===== src/rtl/rr_grant_data_mux.sv =====
// Grant-steered data mux: routes the one-hot-granted master beat into a
// 2-entry FIFO tagged with its source, flags multi-hot grants, counts accepts.

module rr_beat_counter #(
  parameter int CNT_W = 16
) (
  input  logic             clk,
  input  logic             reset,
  input  logic             i_inc,
  output logic [CNT_W-1:0] o_cnt
);
  logic [CNT_W-1:0] r_cnt;

  always_ff @(posedge clk) begin
    if (reset)      r_cnt <= '0;
    else if (i_inc) r_cnt <= r_cnt + 1'b1;
  end

  assign o_cnt = r_cnt;
endmodule

module rr_grant_data_mux #(
  parameter int DATA_W = 32,
  parameter int CNT_W  = 16
) (
  input  logic                clk,
  input  logic                reset,
  input  logic [3:0]          in_valid,
  input  logic [4*DATA_W-1:0] in_data,
  output logic [3:0]          in_ready,
  output logic [3:0]          req,
  input  logic [3:0]          gnt,
  output logic                out_valid,
  input  logic                out_ready,
  output logic [DATA_W-1:0]   out_data,
  output logic [1:0]          out_src,
  output logic                gnt_err,
  input  logic [1:0]          cnt_sel,
  output logic [CNT_W-1:0]    cnt_val
);
  typedef struct packed {
    logic [1:0]        src;
    logic [DATA_W-1:0] data;
  } beat_t;

  logic              w_legal;
  logic              w_room;
  logic              w_push;
  logic              w_pop;
  logic [1:0]        w_gidx;
  logic [DATA_W-1:0] w_gdata;
  logic [CNT_W-1:0]  w_cnt [4];

  beat_t             r_mem [2];
  logic              r_wr;
  logic              r_rd;
  logic [1:0]        r_count;
  logic              r_err;

  assign req     = in_valid;
  // Zero or exactly one bit set; clearing the lowest set bit must leave nothing.
  assign w_legal = ((gnt & (gnt - 4'd1)) == 4'd0);
  assign w_room  = (r_count != 2'd2);
  assign in_ready = (reset || !w_legal || !w_room) ? 4'b0000 : gnt;

  always_comb begin
    w_gidx  = 2'd0;
    w_gdata = '0;
    for (int i = 0; i < 4; i++) begin
      if (gnt[i]) begin
        w_gidx  = 2'(i);
        w_gdata = in_data[i*DATA_W +: DATA_W];
      end
    end
  end

  assign w_push = |(in_valid & in_ready);
  assign w_pop  = out_valid & out_ready;

  always_ff @(posedge clk) begin
    if (reset) begin
      r_mem[0] <= '0;
      r_mem[1] <= '0;
      r_wr     <= 1'b0;
      r_rd     <= 1'b0;
      r_count  <= 2'd0;
    end else begin
      if (w_push) begin
        r_mem[r_wr] <= '{src: w_gidx, data: w_gdata};
        r_wr        <= ~r_wr;
      end
      if (w_pop) r_rd <= ~r_rd;
      case ({w_push, w_pop})
        2'b10:   r_count <= r_count + 2'd1;
        2'b01:   r_count <= r_count - 2'd1;
        default: r_count <= r_count;
      endcase
    end
  end

  assign out_valid = (r_count != 2'd0);
  assign out_data  = r_mem[r_rd].data;
  assign out_src   = r_mem[r_rd].src;

  always_ff @(posedge clk) begin
    if (reset)         r_err <= 1'b0;
    else if (!w_legal) r_err <= 1'b1;
  end
  assign gnt_err = r_err;

  for (genvar g = 0; g < 4; g++) begin : g_cnt
    rr_beat_counter #(.CNT_W(CNT_W)) u_cnt (
      .clk   (clk),
      .reset (reset),
      .i_inc (in_valid[g] & in_ready[g]),
      .o_cnt (w_cnt[g])
    );
  end

  assign cnt_val = w_cnt[cnt_sel];
endmodule


===== config.mk =====
export PLATFORM = sky130hd
export DESIGN_NAME = rr_grant_data_mux
export DESIGN_NICKNAME = d
export VERILOG_FILES = /design/src/rtl/rr_grant_data_mux.sv
export SDC_FILE = /design/constraint.sdc
export NUM_CORES = 1
export LEC_CHECK = 0
export ABC_CLOCK_PERIOD_IN_PS = 9350
export CAP_MARGIN = 30
export CORE_MARGIN = 8
export CORE_UTILIZATION = 45
export CTS_CLUSTER_SIZE = 30
export DETAILED_ROUTE_END_ITERATION = 8
export GPL_TIMING_DRIVEN = 0
export PLACE_DENSITY = 0.75
export SLEW_MARGIN = 20
export SYNTH_ARGS = -nofsm -noshare
export SYNTH_HDL_FRONTEND = slang
export SYNTH_SLANG_ARGS = --single-unit

===== constraint.sdc =====
create_clock -name clk -period 9.35 [get_ports clk]
set_clock_uncertainty 0.05 [all_clocks]
set_input_delay 2.3375 -clock clk [delete_from_list [all_inputs] [get_ports clk]]
set_output_delay 2.3375 -clock clk [all_outputs]
set_load 0.05 [all_outputs]

======== After elaboration in Yosys (flattened, before gate mapping) ========
Memory sizes are Yosys's and may differ from the RTL's. A register that Yosys moved wholly into a read port is not among the register bits.
Cells that the tools add are included.
cells by class
  $add $sub $neg .......................... 7
  reductions and logical operators ........ 9
  bitwise gates (word level) .............. 10
  equal/unequal tests ..................... 3
  magnitude comparators ................... 1
  muxes and demuxes ....................... 22
operators by type and width
  kind                                                  number
  two-way mux 32 bit                                    4
  adder 16 x 1 -> 16 bit (second input constant)        4
  two-way mux 34 bit                                    1
  OR reduction 34 bit                                   1
  binary-select mux 16 bit (select 2 bit)               1
  two-way mux 16 bit                                    2
  two-way mux 1 bit                                     10
  AND 4 bit                                             2
  AND 1 bit                                             5
  zero test 4 bit                                       1
  two-way mux 2 bit                                     2
  two-way mux 4 bit                                     1
  one-hot mux 2 bit (2 select lines)                    1
  nonzero test 2 bit                                    2
  OR reduction 4 bit                                    1
  subtractor 4 x 1 -> 4 bit (second input constant)     1
  >= comparator 3 bit (second input constant)           1
  NOT 2 -> 3 bit                                        1
  adder 2 x 1 -> 2 bit (second input constant)          1
  equality test 2 x 1 -> 1 bit (second input constant)  1
  equality test 2 bit (second input constant)           1
  zero test 1 bit                                       2
  logical OR 1 bit                                      2
  != test 2 bit (second input constant)                 1
  2 further kinds                                       3
storage, ports and cells
  logic and storage cells ................. 61
  register bits ........................... 69
  memories kept ........................... 1
  output and inout bits ................... 60
  bits in writable memories ............... 68
memory list
  memory  depth  bits a word  read ports  clocked after memory_dff  write ports  RTL line  text
  r_mem   2      34           1           1                         2            54        beat_t r_mem [2];

======== Longest topological paths before layout ========
  depth in word-level cells ............... 14
  gate-level depth with buffers ........... 10
  mapped depth without buffers ............ 7

======== Cells and area by module ========
Synthesis repeated with hierarchy kept, for this count alone.
unflattened totals
  cells, all modules ...................... 735
  area, all modules ....................... 7534.7 sq um
modules (own cells, without submodules)
  module             sequential area each (sq um)  cells an instance  times used  area each (sq um)
  rr_grant_data_mux  2162.1                        403                1           4506.8
  rr_beat_counter    320.3                         83                 4           757.0

======== Worst setup path before layout ========
Ideal clock, no wire load.
  path type ............................... input-to-reg
  start ................................... input port gnt[3]
  end ..................................... memory r_mem[0][0] (netlist name) (enable)
  path slack .............................. 2981 ps
  data arrival time ....................... 5846 ps
  stages on the path ...................... 6
  data required time ...................... 8827 ps
  path through ............................ buf_2 nor4b_4 and4_1 clkbuf_1 a211oi_2 o21ai_0
RTL lines
  element      RTL line  text
  from (decl)  32        input logic [3:0] gnt,
  to (decl)    54

======== Worst setup path in the final report ========
  start ................................... input port gnt[1]
  end ..................................... output port in_ready[0]
between the ends
  word-level cells in the longest chain between the ends .. 7
ends and longest elaborated chain
  element                            RTL line  text
  subtractor 4 x 1 -> 4 bit          62        assign w_legal = ((gnt & (gnt - 4'd1)) == 4'd0);
  AND 4 bit (*)                      62
  zero test 4 bit (*)                62
  zero test 1 bit (*)                --
  logical OR 1 bit (*) (2 in a row)  64        assign in_ready = (reset || !w_legal || !w_room) ? 4'b0000 : gnt;
  two-way mux 4 bit (*)              64
  to (decl)                          30        output logic [3:0] in_ready,
Mark *: on every way between the ends. The rest lies on a longest branch, timed or not.

==> summary.md <==
| Metric | Value |
|---|---|
| Final period utilization | `80.00%` |
| Cells after Synth | `775` |
| Cell taking the most area after synthesis | `edfxtp_1` |
| Largest family of logic cells by synthesized area | `simple AND/OR/NAND/NOR gates` |
| Critical Path AT | `5090 ps` |
| Seq cells post-synth | `138` |
| Clk Latency, worst-skew pair | `430 ps` |
| Seq pwr share | `37.6%` |
| P_int | `1.282 mW` |
| Clock root cell | `clkbuf_16` |
| Top cells by area, synth | `edfxtp_1 (26%), dfxtp_1 (18%), mux2_2 (5.7%), a21oi_1 (5.3%), mux4_2 (4.7%)` |
| Vias per cell | `6.142` |
| Synth top area share | `26.41%` |
| Final Hold Fails | `0` |
| Switching share of power | `27.72%` |
| Unrepaired setup endpoints after global routing | `false` |
| Syn Nets | `921` |
| Initial antenna violation count | `0` |
| Reg2reg path depth | `8` |
| Worst EP required | `6960 ps` |
| Hold Path Stages | `2` |
| Synthesis-to-finish area growth | `38.08%` |
| Crit start category | `input pin` |
| Rows | `48` |
| Crit end category | `primary output` |
| Worst-path clk slew | `50 ps` |
| Grt ovf | `0` |
| Max frequency | `133.7 MHz` |
| CTS Hold Bufs | `0` |
| Final min period | `7480 ps` |
| Port bufs | `195` |
| Largest net degree at the start of global routing | `22` |
| Min Hold Slack | `441.0 ps` |
| Headroom to the max-slew limit | `45.22%` |
| Slew @ Worst Pin | `818.0 ps` |
| Die W | `147.1 um` |
| Setup bufs post-CTS | `0` |
| CTS HTree Levels | `4` |
| First-pass detailed-route iteration total | `7` |
| Share of layout cells above drive strength 1 | `11.41%` |
| Crit path max fanout | `10` |
| Global-route wire length before repair | `40880 um` |
| Clock share of power | `40.8%` |
| TritonCTS Sinks | `138` |
| XOR/XNOR share of the synthesized area | `0.7930%` |
| NumNets Final | `1142` |
| Top FF cell, synth | `dfxtp_1` |
| Synth Area in Compound Gates | `17.92%` |
| Post-synthesis mux area share | `10.86%` |
| R2R Path Start | `r_count[0]` |
| Worst hold endpoint | `g_cnt[2].u_cnt.o_cnt[15]` |
| Core area | `17060 um2` |
| Final setup vio count | `0` |
| Dpl hpwl | `19850 um` |
| Sequential share of the synthesized area | `44.54%` |
| Placer Congestion | `0.8629` |
| Synth Area in Adders | `0.8092%` |
| Leak | `3.427 nW` |
| Post-Synth Simple-Gate Area | `20.34%` |
| Final ANT Viol Nets | `0` |
| Asr flop ratio synth | `0%` |
| Final wirelength | `26590 um` |
| Max Cap Viol | `0` |
| Netlist cell types | `47` |
| Status | `finished, final reports clean` |
| Total GRT Usage | `24.00%` |
| Synthesized area | `7731 um2` |
| Slew Limit Fails | `0` |
| Inserted Clock Buffers | `17` |
| Hold path startpoint | `g_cnt[2].u_cnt.o_cnt[15]` |
| Type of the most critical hold path | `reg2reg` |
| CTS tree | `built` |
| Io pins | `201` |
| Ant diodes | `0` |
| Kind of critical path | `in2out` |
| Initial DRC count | `620` |
| Via count | `7573` |
| Syn. warnings | `0` |
| Setup TNS | `0 ps` |
| Avg Cell Area, Syn | `9.976 um2` |
| Cell Pwr Density | `166.1 nW/um2` |
| Drt wl/cell | `21.57 um` |
| Die Span Y | `147.1 um` |
| Logic gate share of total power | `21.6%` |
| Commonest cells in the netlist | `a21oi_1 (82), dfxtp_1 (70), edfxtp_1 (68), nand2_1 (64), clkbuf_1 (48)` |
| Switching power | `491.6 uW` |
| CP startpoint | `gnt[1]` |
| Clock buffer depth | `2` |
| Number of global-route vias before repair | `7130` |
| Remaining routing DRC violations | `0` |
| Full die area | `21630 um2` |
| Fillers | `1417` |
| Max IR drop VDD | `0.00009585 V` |
| EDFF count, synth | `68` |
| Reg-to-Reg End | `r_mem[1][29]` |
| CTS resizes | `0` |
| Initial Util | `45.33%` |
| Top-count cell post-synth | `a21oi_1` |
| Reg2Reg Setup Slack | `6170 ps` |
## worst max path at each step
stage                             end  slack (ps)  cells past startpoint
after floorplan           r_mem[0][0]        2980                      6
after global placement    r_mem[0][7]         900                      6
after detailed placement  in_ready[0]        1910                      5
after CTS                 in_ready[0]        1900                      5
after global routing      in_ready[0]        1760                      5
final                     in_ready[0]        1870                      5
## worst max-delay path: stages
cell             delay [ps]
clkdlybuf4s50_1         520
nor4b_4                 640
clkbuf_1                490
and3_1                  240
clkdlybuf4s50_1         860
## power by group through the flow
| stage | logic (mW) | clock network [mW] | registers [mW] |
|---|---|---|---|
| floorplan | 0.222 | 0 | 0.678 |
| global placement | 0.375 | 0 | 0.679 |
| detailed placement | 0.382 | 0 | 0.678 |
| CTS | 0.384 | 0.727 | 0.666 |
| global route | 0.402 | 0.753 | 0.668 |
| finish | 0.384 | 0.724 | 0.666 |
## through the flow
step                total power [mW]  std cells  area [um2]  setup WS (ps)  util [%]
finish                         1.773       1233       10680           1870     62.59
detailed placement             1.061       1201       10040           1905     58.87
global route                   1.823       1233       10680           1758     62.59
global placement               1.054       1195        9965          900.3     58.42
floorplan                     0.9003        775        7731           2981         -
CTS                            1.777       1232       10670           1900     62.56
## layout make-up
| cell class | count | area, um2 | area share [%] |
|---|---|---|---|
| Clock buffer | 17 | 425.4 | 3.985 |
| Multi-Input combinational cell | 551 | 3933 | 36.84 |
| Timing Repair Buffer | 202 | 2022 | 18.94 |
| Clock inverter | 14 | 203.9 | 1.910 |
| Inverter | 16 | 60.06 | 0.5626 |
| Buffer | 70 | 306.5 | 2.872 |
| Sequential cell | 138 | 3443 | 32.26 |
| Tap cell | 225 | 281.5 | 2.637 |
## metal layers
metal	track usage (%)	routed length, um	vias up
li1	-	-	3509
met1	29.75	10600	3661
met2	39.66	13090	350
met3	5.229	2163	53
met4	10.10	736	0
met5	0	0	-
## flip-flops by register name (all words and copies together), names as in the netlist, named ones only
signal	flops
g_cnt.u_cnt.o_cnt	64
gnt_err	1
r_count	2
r_mem	68
r_rd	1
r_wr	1
## cell families after synthesis
family	Yosys count
multiplexers	59
XOR/XNOR	7
flip-flops	138
buffers and inverters	86
adder cells (fa/ha/maj)	5
AO/OA/AOI/OAI	208
AND/OR/NAND/NOR	272
## layout by cell type, fill, tap and decap left out, types with 3 or more instances in the layout
master,instances
bufinv_16,5
xnor2_1,6
a221oi_1,32
or3_1,8
inv_1,15
nor2_1,18
clkbuf_16,17
mux2i_1,4
clkinv_2,3
and3_1,4
mux2_2,39
buf_2,8
buf_4,10
edfxtp_1,68
o311ai_0,4
nor3_1,34
nand3b_1,34
o41ai_1,4
nand3_1,27
o31ai_1,34
ha_1,5
nand4_1,14
clkinvlp_4,3
nor4_1,3
dfxtp_1,70
clkinv_1,3
clkdlybuf4s50_1,195
nor2b_1,6
a21oi_1,82
clkbuf_1,48
nand2_1,64
mux4_2,16
buf_1,7
and2_1,5
and4_1,9
o21ai_0,11
or4_1,37
a211oi_1,35
(Power assumes the default switching activity.)
